--- src/rtl/pm_loader_pkg.sv ---
// Shared types and defaults for the program-memory boot loader.
// State encodings are visible on the debug state port, so their values are fixed.
package pm_loader_pkg;

  typedef enum logic [2:0] {
    ST_LEN   = 3'd0,
    ST_DATA  = 3'd1,
    ST_CSUM  = 3'd2,
    ST_HOLD  = 3'd3,
    ST_RUN   = 3'd4,
    ST_ERROR = 3'd5
  } state_t;

  localparam int DEF_TIMEOUT     = 1000;
  localparam int DEF_HOLD_CYCLES = 2;

  function automatic logic is_loading(state_t s);
    return (s == ST_LEN) || (s == ST_DATA) || (s == ST_CSUM);
  endfunction

endpackage

--- src/rtl/pm_loader_if.sv ---
// Byte-stream input and program-memory write port of the boot loader.
// The loader takes the slave side; the byte source and memory sit on the master side.
interface pm_loader_if #(
  parameter int ADDR_W = 8,
  parameter int DATA_W = 8
);
  logic              in_valid;
  logic [DATA_W-1:0] in_data;
  logic              in_ready;
  logic [ADDR_W-1:0] pm_wr_addr;
  logic [DATA_W-1:0] pm_wr_data;
  logic              pm_wren;

  modport master (
    output in_valid, in_data,
    input  in_ready, pm_wr_addr, pm_wr_data, pm_wren
  );

  modport slave (
    input  in_valid, in_data,
    output in_ready, pm_wr_addr, pm_wr_data, pm_wren
  );
endinterface

--- src/rtl/pm_loader_timer.sv ---
// Inter-byte idle timer: counts idle loading cycles, flags the cycle that reaches TIMEOUT.
// TIMEOUT=0 disables the terminal-count compare entirely.
module pm_loader_timer
  import pm_loader_pkg::*;
#(
  parameter int TIMEOUT = DEF_TIMEOUT
) (
  input  logic clk,
  input  logic sync_reset,
  input  logic clear,
  input  logic enable,
  output logic expire
);

  localparam int TW = (TIMEOUT <= 2) ? 1 : $clog2(TIMEOUT);

  logic [TW-1:0] count;
  logic          tc;

  generate
    if (TIMEOUT == 0) begin : g_off
      assign tc = 1'b0;
    end else begin : g_on
      assign tc = (count == TW'(TIMEOUT - 1));
    end
  endgenerate

  assign expire = enable & tc;

  always_ff @(posedge clk) begin
    if (sync_reset || clear) begin
      count <= '0;
    end else if (enable && !tc) begin
      count <= count + TW'(1);
    end
  end

endmodule

--- src/rtl/pm_loader.sv ---
// Boot loader: streams length/instructions/checksum into program memory and holds
// the micro core in reset until a verified image has been written.
//
//   state  | meaning
//   LEN    | waiting for image length byte (0 = full memory)
//   DATA   | writing instruction bytes from address 0 upward
//   CSUM   | waiting for checksum byte
//   HOLD   | checksum good, keep core in reset a few more cycles
//   RUN    | core released, image valid
//   ERROR  | bad checksum or timeout, waits for load_req
module pm_loader
  import pm_loader_pkg::*;
#(
  parameter int ADDR_W        = 8,
  parameter int DATA_W        = 8,
  parameter int TIMEOUT       = DEF_TIMEOUT,
  parameter int HOLD_CYCLES   = DEF_HOLD_CYCLES,
  parameter int BOOT_ON_RESET = 1
) (
  input  logic              clk,
  input  logic              sync_reset,
  input  logic              load_req,
  input  logic [ADDR_W-1:0] core_pm_addr,
  output logic [ADDR_W-1:0] pm_addr,
  pm_loader_if.slave        bus,
  output logic              micro_reset,
  output logic              done,
  output logic              err,
  output logic [2:0]        state
);

  localparam int CNT_W     = ADDR_W + 1;
  localparam int HOLD_LOAD = (HOLD_CYCLES > 0) ? HOLD_CYCLES - 1 : 0;
  localparam int HOLD_W    = (HOLD_LOAD < 2) ? 1 : $clog2(HOLD_LOAD + 1);

  state_t state_q, state_d;

  logic [CNT_W-1:0]  count_q;
  logic [CNT_W-1:0]  len_in;
  logic [ADDR_W-1:0] addr_q;
  logic [DATA_W-1:0] csum_q;
  logic [HOLD_W-1:0] hold_q;
  logic [ADDR_W-1:0] wr_addr_q;
  logic [DATA_W-1:0] wr_data_q;
  logic              wren_q;
  logic              micro_reset_q, done_q, err_q;
  logic              in_ready, xfer, timeout;

  assign in_ready = is_loading(state_q);
  assign xfer     = bus.in_valid & in_ready;
  assign len_in   = CNT_W'(bus.in_data);

  pm_loader_timer #(.TIMEOUT(TIMEOUT)) u_timer (
    .clk        (clk),
    .sync_reset (sync_reset),
    .clear      (load_req | xfer | ~in_ready),
    .enable     (in_ready & ~xfer),
    .expire     (timeout)
  );

  always_ff @(posedge clk) begin
    if (sync_reset) begin
      state_q <= (BOOT_ON_RESET != 0) ? ST_LEN : ST_RUN;
    end else begin
      state_q <= state_d;
    end
  end

  // load_req outranks every other event, including a same-cycle transfer or timeout
  always_comb begin
    state_d = state_q;
    if (load_req) begin
      state_d = ST_LEN;
    end else begin
      case (state_q)
        ST_LEN: begin
          if (timeout)   state_d = ST_ERROR;
          else if (xfer) state_d = ST_DATA;
        end
        ST_DATA: begin
          if (timeout)                                state_d = ST_ERROR;
          else if (xfer && (count_q == CNT_W'(1)))    state_d = ST_CSUM;
        end
        ST_CSUM: begin
          if (timeout) begin
            state_d = ST_ERROR;
          end else if (xfer) begin
            if (bus.in_data != csum_q) state_d = ST_ERROR;
            else if (HOLD_CYCLES == 0) state_d = ST_RUN;
            else                       state_d = ST_HOLD;
          end
        end
        ST_HOLD: begin
          if (hold_q == '0) state_d = ST_RUN;
        end
        ST_RUN, ST_ERROR: state_d = state_q;
        default:          state_d = ST_LEN;
      endcase
    end
  end

  always_ff @(posedge clk) begin
    if (sync_reset) begin
      count_q       <= '0;
      addr_q        <= '0;
      csum_q        <= '0;
      hold_q        <= HOLD_W'(HOLD_LOAD);
      wr_addr_q     <= '0;
      wr_data_q     <= '0;
      wren_q        <= 1'b0;
      micro_reset_q <= (BOOT_ON_RESET != 0);
      done_q        <= 1'b0;
      err_q         <= 1'b0;
    end else begin
      wren_q        <= 1'b0;
      micro_reset_q <= (state_d != ST_RUN);
      done_q        <= (state_d == ST_RUN);
      err_q         <= (state_d == ST_ERROR);
      hold_q        <= (state_q == ST_HOLD) ? hold_q - HOLD_W'(1) : HOLD_W'(HOLD_LOAD);
      if (xfer && !load_req) begin
        case (state_q)
          ST_LEN: begin
            count_q <= (len_in == '0) ? CNT_W'(1 << ADDR_W) : len_in;
            addr_q  <= '0;
            csum_q  <= '0;
          end
          ST_DATA: begin
            wren_q    <= 1'b1;
            wr_addr_q <= addr_q;
            wr_data_q <= bus.in_data;
            csum_q    <= csum_q + bus.in_data;
            addr_q    <= addr_q + ADDR_W'(1);
            count_q   <= count_q - CNT_W'(1);
          end
          default: ;
        endcase
      end
    end
  end

  assign bus.in_ready   = in_ready;
  assign bus.pm_wr_addr = wr_addr_q;
  assign bus.pm_wr_data = wr_data_q;
  assign bus.pm_wren    = wren_q;
  assign micro_reset    = micro_reset_q;
  assign done           = done_q;
  assign err            = err_q;
  assign state          = state_q;
  // the loader owns the memory address whenever the core is held in reset
  assign pm_addr        = micro_reset_q ? wr_addr_q : core_pm_addr;

endmodule

--- src/flat_wrapper.sv ---
// flat-port wrapper written by rule: the top's interface ports become plain ports
module pm_loader_flat import pm_loader_pkg::*;
#(
  parameter int ADDR_W        = 8,
  parameter int DATA_W        = 8,
  parameter int TIMEOUT       = DEF_TIMEOUT,
  parameter int HOLD_CYCLES   = DEF_HOLD_CYCLES,
  parameter int BOOT_ON_RESET = 1
)
  (clk, sync_reset, load_req, core_pm_addr, pm_addr, micro_reset, done, err, state, bus_in_valid, bus_in_data, bus_in_ready, bus_pm_wr_addr, bus_pm_wr_data, bus_pm_wren);
  pm_loader_if #(.ADDR_W(ADDR_W), .DATA_W(DATA_W)) bus_i ();
  input  logic clk;
  input  logic sync_reset;
  input  logic load_req;
  input  logic [ADDR_W-1:0] core_pm_addr;
  output logic [ADDR_W-1:0] pm_addr;
  output logic micro_reset;
  output logic done;
  output logic err;
  output logic [2:0] state;
  input wire logic [$bits(bus_i.in_valid)-1:0] bus_in_valid;
  input wire logic [$bits(bus_i.in_data)-1:0] bus_in_data;
  output wire logic [$bits(bus_i.in_ready)-1:0] bus_in_ready;
  output wire logic [$bits(bus_i.pm_wr_addr)-1:0] bus_pm_wr_addr;
  output wire logic [$bits(bus_i.pm_wr_data)-1:0] bus_pm_wr_data;
  output wire logic [$bits(bus_i.pm_wren)-1:0] bus_pm_wren;
  assign bus_i.in_valid = bus_in_valid;
  assign bus_i.in_data = bus_in_data;
  assign bus_in_ready = bus_i.in_ready;
  assign bus_pm_wr_addr = bus_i.pm_wr_addr;
  assign bus_pm_wr_data = bus_i.pm_wr_data;
  assign bus_pm_wren = bus_i.pm_wren;
  pm_loader #(.ADDR_W(ADDR_W), .DATA_W(DATA_W), .TIMEOUT(TIMEOUT), .HOLD_CYCLES(HOLD_CYCLES), .BOOT_ON_RESET(BOOT_ON_RESET)) u_core (.clk(clk), .sync_reset(sync_reset), .load_req(load_req), .core_pm_addr(core_pm_addr), .pm_addr(pm_addr), .bus(bus_i), .micro_reset(micro_reset), .done(done), .err(err), .state(state));
endmodule
--- config.mk ---
export PLATFORM = sky130hd
export DESIGN_NAME = pm_loader_flat
export DESIGN_NICKNAME = d
export VERILOG_FILES = /design/src/rtl/pm_loader_pkg.sv /design/src/rtl/pm_loader_if.sv /design/src/rtl/pm_loader_timer.sv /design/src/rtl/pm_loader.sv /design/src/flat_wrapper.sv
export SDC_FILE = /design/constraint.sdc
export NUM_CORES = 1
export LEC_CHECK = 0
export ABC_AREA = 1
export CAP_MARGIN = 25
export CORE_MARGIN = 2
export CORE_UTILIZATION = 60
export CTS_BUF_LIST = sky130_fd_sc_hd__clkbuf_4 sky130_fd_sc_hd__clkbuf_8
export DETAILED_ROUTE_END_ITERATION = 8
export PLACE_DENSITY = 0.95
export SLEW_MARGIN = 40
export SYNTH_ARGS = -nofsm -noshare
export SYNTH_HDL_FRONTEND = slang
export SYNTH_SLANG_ARGS = --single-unit
--- constraint.sdc ---
create_clock -name clk -period 2.5 [get_ports clk]
set_clock_uncertainty 0.15 [all_clocks]
set_input_delay 0.25 -clock clk [delete_from_list [all_inputs] [get_ports clk]]
set_output_delay 0.25 -clock clk [all_outputs]
set_load 0.005 [all_outputs]
# == Yosys cells after proc, flatten, opt, wreduce, memory -nomap -nowiden ==
# Index checks and enable logic that the tools add are counted.
# word_totals
ff_bits,59
input_bits,20
output_inout_bits,32
# classes
add_sub_neg,5
eq_ne,11
muxes,16
bitwise,9
reduce_logical,16
# op_table
op,n
8-bit case mux with 2 select lines,2
3-bit two-way mux,9
9-bit case mux with 2 select lines,1
3-bit case mux with 5 select lines,1
3-bit == test (second input constant),4
10-bit by 1-bit adder with 10-bit output (second input constant),1
10-bit == test (second input constant),1
9-bit by 1-bit == test with 1-bit output (second input constant),1
9-bit zero test,1
9-bit two-way mux,1
9-bit by 1-bit subtractor with 9-bit output (second input constant),1
8-bit by 1-bit adder with 8-bit output (second input constant),1
8-bit adder,1
8-bit two-way mux,1
8-bit != test,1
3-bit by 2-bit == test with 1-bit output (second input constant),2
2-bit OR reduction,3
1-bit NOT,4
2-bit AND reduction,2
1-bit bitwise AND,3
3-bit by 1-bit == test with 1-bit output (second input constant),1
1-bit logical AND,3
3-bit zero test,1
1-bit logical OR,3
6 further kinds,8

# == Longest topological paths before layout ==
# depth
ltp_word,11
ltp_mapped,13
mapped_depth_nobuf,12

# == Hierarchy ==
# From an unflattened synthesis, not the netlist that was laid out.
# hier_totals
cells_unflattened,484
hier_area_um2,3310.7
# modules_own_cells
mod,instances,cells_per_inst,area_per_inst_um2,seq_area_each_um2
pm_loader,1,389,2687.6,980.9
pm_loader_timer,1,95,623.1,200.2

# == Worst setup path before layout ==
# No wires, ideal clock.
# synth_timing
kind,flip-flop to flip-flop
from,reg u_core.csum_q[0]
to,reg u_core.csum_q[4]
setup_time_ns,0.074
arrival_ns,1.367
t_required_ns,2.276
path_slack_ns,0.909
path_stages_with_launch,7
n_path_buf,0
synth_period_minus_slack_ns,1.591
cell_sequence,dfxtp_1 ha_1 fa_1 a31o_2 nand2_1 nand2_1 o21ai_0
# synth_via
elab_chain_len,2
# synth_lines
item,line_no,rtl
from (decl),pm_loader.sv:41,logic [DATA_W-1:0] csum_q;
from (signal assigned),pm_loader.sv:131,csum_q <= csum_q + bus.in_data;
8-bit adder,pm_loader.sv:131,
8-bit case mux with 2 select lines,pm_loader.sv:121,case (state_q)
# Every way passes these cells.
# A chain may end at the register's enable or synchronous reset.

# == Final worst setup path ==
# layout_timing
from,reg u_core.micro_reset_q (netlist: u_core.micro_reset)
to,out pm_addr[0]
# layout_via
elab_chain_len,1
# layout_lines
item,line_no,rtl
from (decl),pm_loader.sv:46,"logic micro_reset_q, done_q, err_q;"
from (signal assigned),pm_loader.sv:111,micro_reset_q <= (BOOT_ON_RESET != 0);
from (signal assigned),pm_loader.sv:116,micro_reset_q <= (state_d != ST_RUN);
8-bit two-way mux,pm_loader.sv:150,assign pm_addr = micro_reset_q ? wr_addr_q : core_pm_addr;
to (decl),flat_wrapper.sv:16,output logic [ADDR_W-1:0] pm_addr;
# Every way passes these cells.

==> flow_summary.json <==
{
  "finalSetupViolations": 0,
  "synth-edff-count": 0,
  "cts_tree": "built",
  "htreeDepth": 3,
  "clkTransAtPathRegs_ns": 0.07,
  "num_antenna_cells": 0,
  "critPathCaptureType": "primary output",
  "clkPwrFrac_pct": 42.1,
  "num_io_pins": 52,
  "synth_area_um2": 3250,
  "yosys.area.top_type_share_pct": 36.3,
  "fin_crit_sh_pct": 87.8,
  "hold_ws_ns": 0.298,
  "syn_area_per_cell_um2": 7.26,
  "grt_pass1_vias": 3080,
  "numCtsBuffers": 9,
  "hold_viol_final": 0,
  "arrival_ns": 1.80,
  "cts-resized-gates": 0,
  "first_pass_iters": 5,
  "clock.fmax_mhz": 455,
  "drv_cap": 0,
  "slowest_delay_ns": 0.59,
  "rrSetupSlack_ns": 0.55,
  "synth_seq_cells": 59,
  "areaGrowthSynthToFinish_pct": 22.1,
  "yosysUniqueCellTypes": 45,
  "clockBufferDepth": 2,
  "synth_ff_type": "dfxtp_1",
  "min_period_ns": 2.20,
  "worst-path-stages": 2,
  "critPathCapture": "pm_addr[0]",
  "rows": 26,
  "p_switching_uw": 549,
  "routed_wl_um": 8120,
  "cts_hold_buffers": 0,
  "synth_fp_nets": 480,
  "clockRootBuffer": "clkbuf_8",
  "wire_per_inst_um": 14.2,
  "setup_tns_ns": 0,
  "rr_startpoint": "u_core.u_timer.count[0]$_SDFFE_PP0P_",
  "grt_start_max_net_pins": 28,
  "clkLatencyLatePin_ns": 0.34,
  "yosys_warnings": 0,
  "grt.met2_usage_pct": 45.8,
  "cp_max_fo": 10,
  "reg2reg_depth": 8,
  "use_met3_pct": 7.21,
  "grt.busiest_layer": "met2",
  "ys_seq_area_share_pct": 36.3,
  "num_vias": 3227,
  "p_sw_share_pct": 26.1,
  "grt_overflow": 0,
  "die_area_um2": 6020,
  "die_width_um": 77.6,
  "p_int_mw": 1.55,
  "required_ns": 2.10,
  "antenna_found_initial": 0,
  "rr_endpoint": "u_core.u_timer.count[7]$_SDFFE_PP0P_",
  "seqPwrFrac_pct": 46.4,
  "outcome": "complete, no violations",
  "coreArea_um2": 5170,
  "final_cell_mix": "nand2_1, dfxtp_1, inv_1, clkdlybuf4s50_1, nor2_1",
  "worst_slew_pin_slew_ns": 0.435,
  "vdd_drop_max_mv": 0.332,
  "drc_errors": 0,
  "drive_above_1_share_pct": 9.74,
  "place_congestion": 0.912,
  "postSynthCellCount": 448,
  "antenna_left": 0,
  "crit_slowest_cell": "dfxtp_1",
  "die_y_um": 77.6,
  "netlist_top_cells_area": "dfxtp_1, nand2_1, inv_1",
  "powerDensity_nw_per_um2": 529,
  "cts_setup_buffers": 0,
  "dp_hpwl_um": 5710,
  "max_slew_margin_pct": 71.0,
  "crit_family": "flip-flops",
  "vias_per_cell": 5.63,
  "clock-sinks": 59,
  "rsz0062_at_grt": "false",
  "cp_num_buf_inv": 1,
  "cp-start-kind": "register",
  "crit_start": "u_core.micro_reset$_SDFF_PP1_",
  "leakage_nw": 1.67,
  "ys_async_sr_fraction_pct": 0,
  "start_util_pct": 62.9,
  "drt_iter0_drc": 184,
  "gr-usage-met1_pct": 35.9,
  "final_common_cell": "nand2_1",
  "critical_path_class": "register to primary output",
  "port_buffers": 51,
  "slew_violations": 0,
  "grt.total_usage_pct": 28.5,
  "crit_path_cell_trace": "mux2_2 -> clkdlybuf4s50_1",
  "nets": 530,
  "grt_pass1_wl_um": 13700,
  "hold_path_class": "register to register",
  "pwr-share-comb_pct": 11.4,
  "yosys.area.top_type": "dfxtp_1"
}
## logic make-up after synthesis
group                      after synthesis  synth area share (%)
and+or+nand+nor                        192                  27.0
AOI/OAI and AO/OA                       95                  16.8
buffers and inverters                   73                  9.97
DFF                                     59                  36.3
adders and majority gates               12                  4.85
xor gates and xnor gates                10                  2.69
muxes                                    7                  2.42
## worst register-to-register path, stage by stage (launching register included)
cell and delay (ns):
dfxtp_1 0.38, ha_1 0.26, nand3_1 0.14, inv_1 0.09, nand4_1 0.09, nand2_1 0.31
inv_1 0.23, nand2_1 0.12, a21oi_1 0.06
## cell usage after synthesis, types with 5 or more instances
library cell	number
clkbuf_1	5
nand3_1	28
nor3_1	5
nor2_1	49
nand2_1	85
inv_1	53
nand4_1	8
mux2_2	7
dfxtp_1	59
ha_1	11
xor2_1	9
o21ai_0	34
a21oi_1	36
o21ai_1	5
## routing by layer
layer / up-vias / wire length, µm / part of all wire [%]
li1: 1574 / - / -
met1: 1492 / 3530 / 44
met2: 138 / 3880 / 48
met3: 23 / 536 / 6.6
met4: 0 / 174 / 2.1
met5: - / 0 / 0
## worst min path at each step
stage | startpoint | slack [ns] | cells after the start | endpoint
final | u_core.hold_q$_SDFF_PP1_ | 0.30 | 1 | u_core.hold_q$_SDFF_PP1_
after global routing | u_core.hold_q$_SDFF_PP1_ | 0.31 | 1 | u_core.hold_q$_SDFF_PP1_
after CTS | u_core.hold_q$_SDFF_PP1_ | 0.28 | 1 | u_core.hold_q$_SDFF_PP1_
after detailed placement | u_core.hold_q$_SDFF_PP1_ | 0.27 | 1 | u_core.hold_q$_SDFF_PP1_
after global placement | u_core.hold_q$_SDFF_PP1_ | 0.25 | 1 | u_core.hold_q$_SDFF_PP1_
after floorplan | u_core.hold_q$_SDFF_PP1_ | 0.24 | 1 | u_core.hold_q$_SDFF_PP1_
## metrics by stage
step / instances / worst slack (ns) / cell area (µm²) / utilization, % / power (mW)
after detailed placement: 557 / 0.344 / 3770 / 73.0 / 1.23
after global placement: 557 / 0.415 / 3770 / 73.0 / 1.23
after CTS: 573 / 0.318 / 3970 / 76.8 / 2.10
after global routing: 573 / 0.227 / 3970 / 76.8 / 2.18
final: 573 / 0.304 / 3970 / 76.8 / 2.10
after floorplan: 448 / 0.909 / 3250 / - / 1.14
## area by class of cell
type / instances / area (µm²)
Fill cell: 364 / 1200
Sequential cell: 59 / 1180
Tap cell: 70 / 87.6
Multi-Input combinational cell: 316 / 1750
Timing Repair Buffer: 54 / 533
Inverter: 58 / 225
Clock buffer: 11 / 145
Clock inverter: 5 / 52.6
## sequential cells by signal, indices dropped and copies added, names as in the netlist, 3 cells and up
name / count
u_core.addr_q: 8
u_core.bus.pm_wr_addr: 8
u_core.bus.pm_wr_data: 8
u_core.count_q: 9
u_core.csum_q: 8
u_core.state: 3
u_core.u_timer.count: 10
## power by group through the flow
stage          Clock (mW)  Sequential, mW  Combinational (mW)
2_1_floorplan           0           0.993               0.148
3_3_place_gp            0           0.995               0.231
3_5_place_dp            0           0.996               0.236
4_1_cts             0.886           0.975               0.238
5_1_grt             0.938           0.978               0.268
6_report            0.885           0.976               0.240
(Power assumes the default switching activity.)
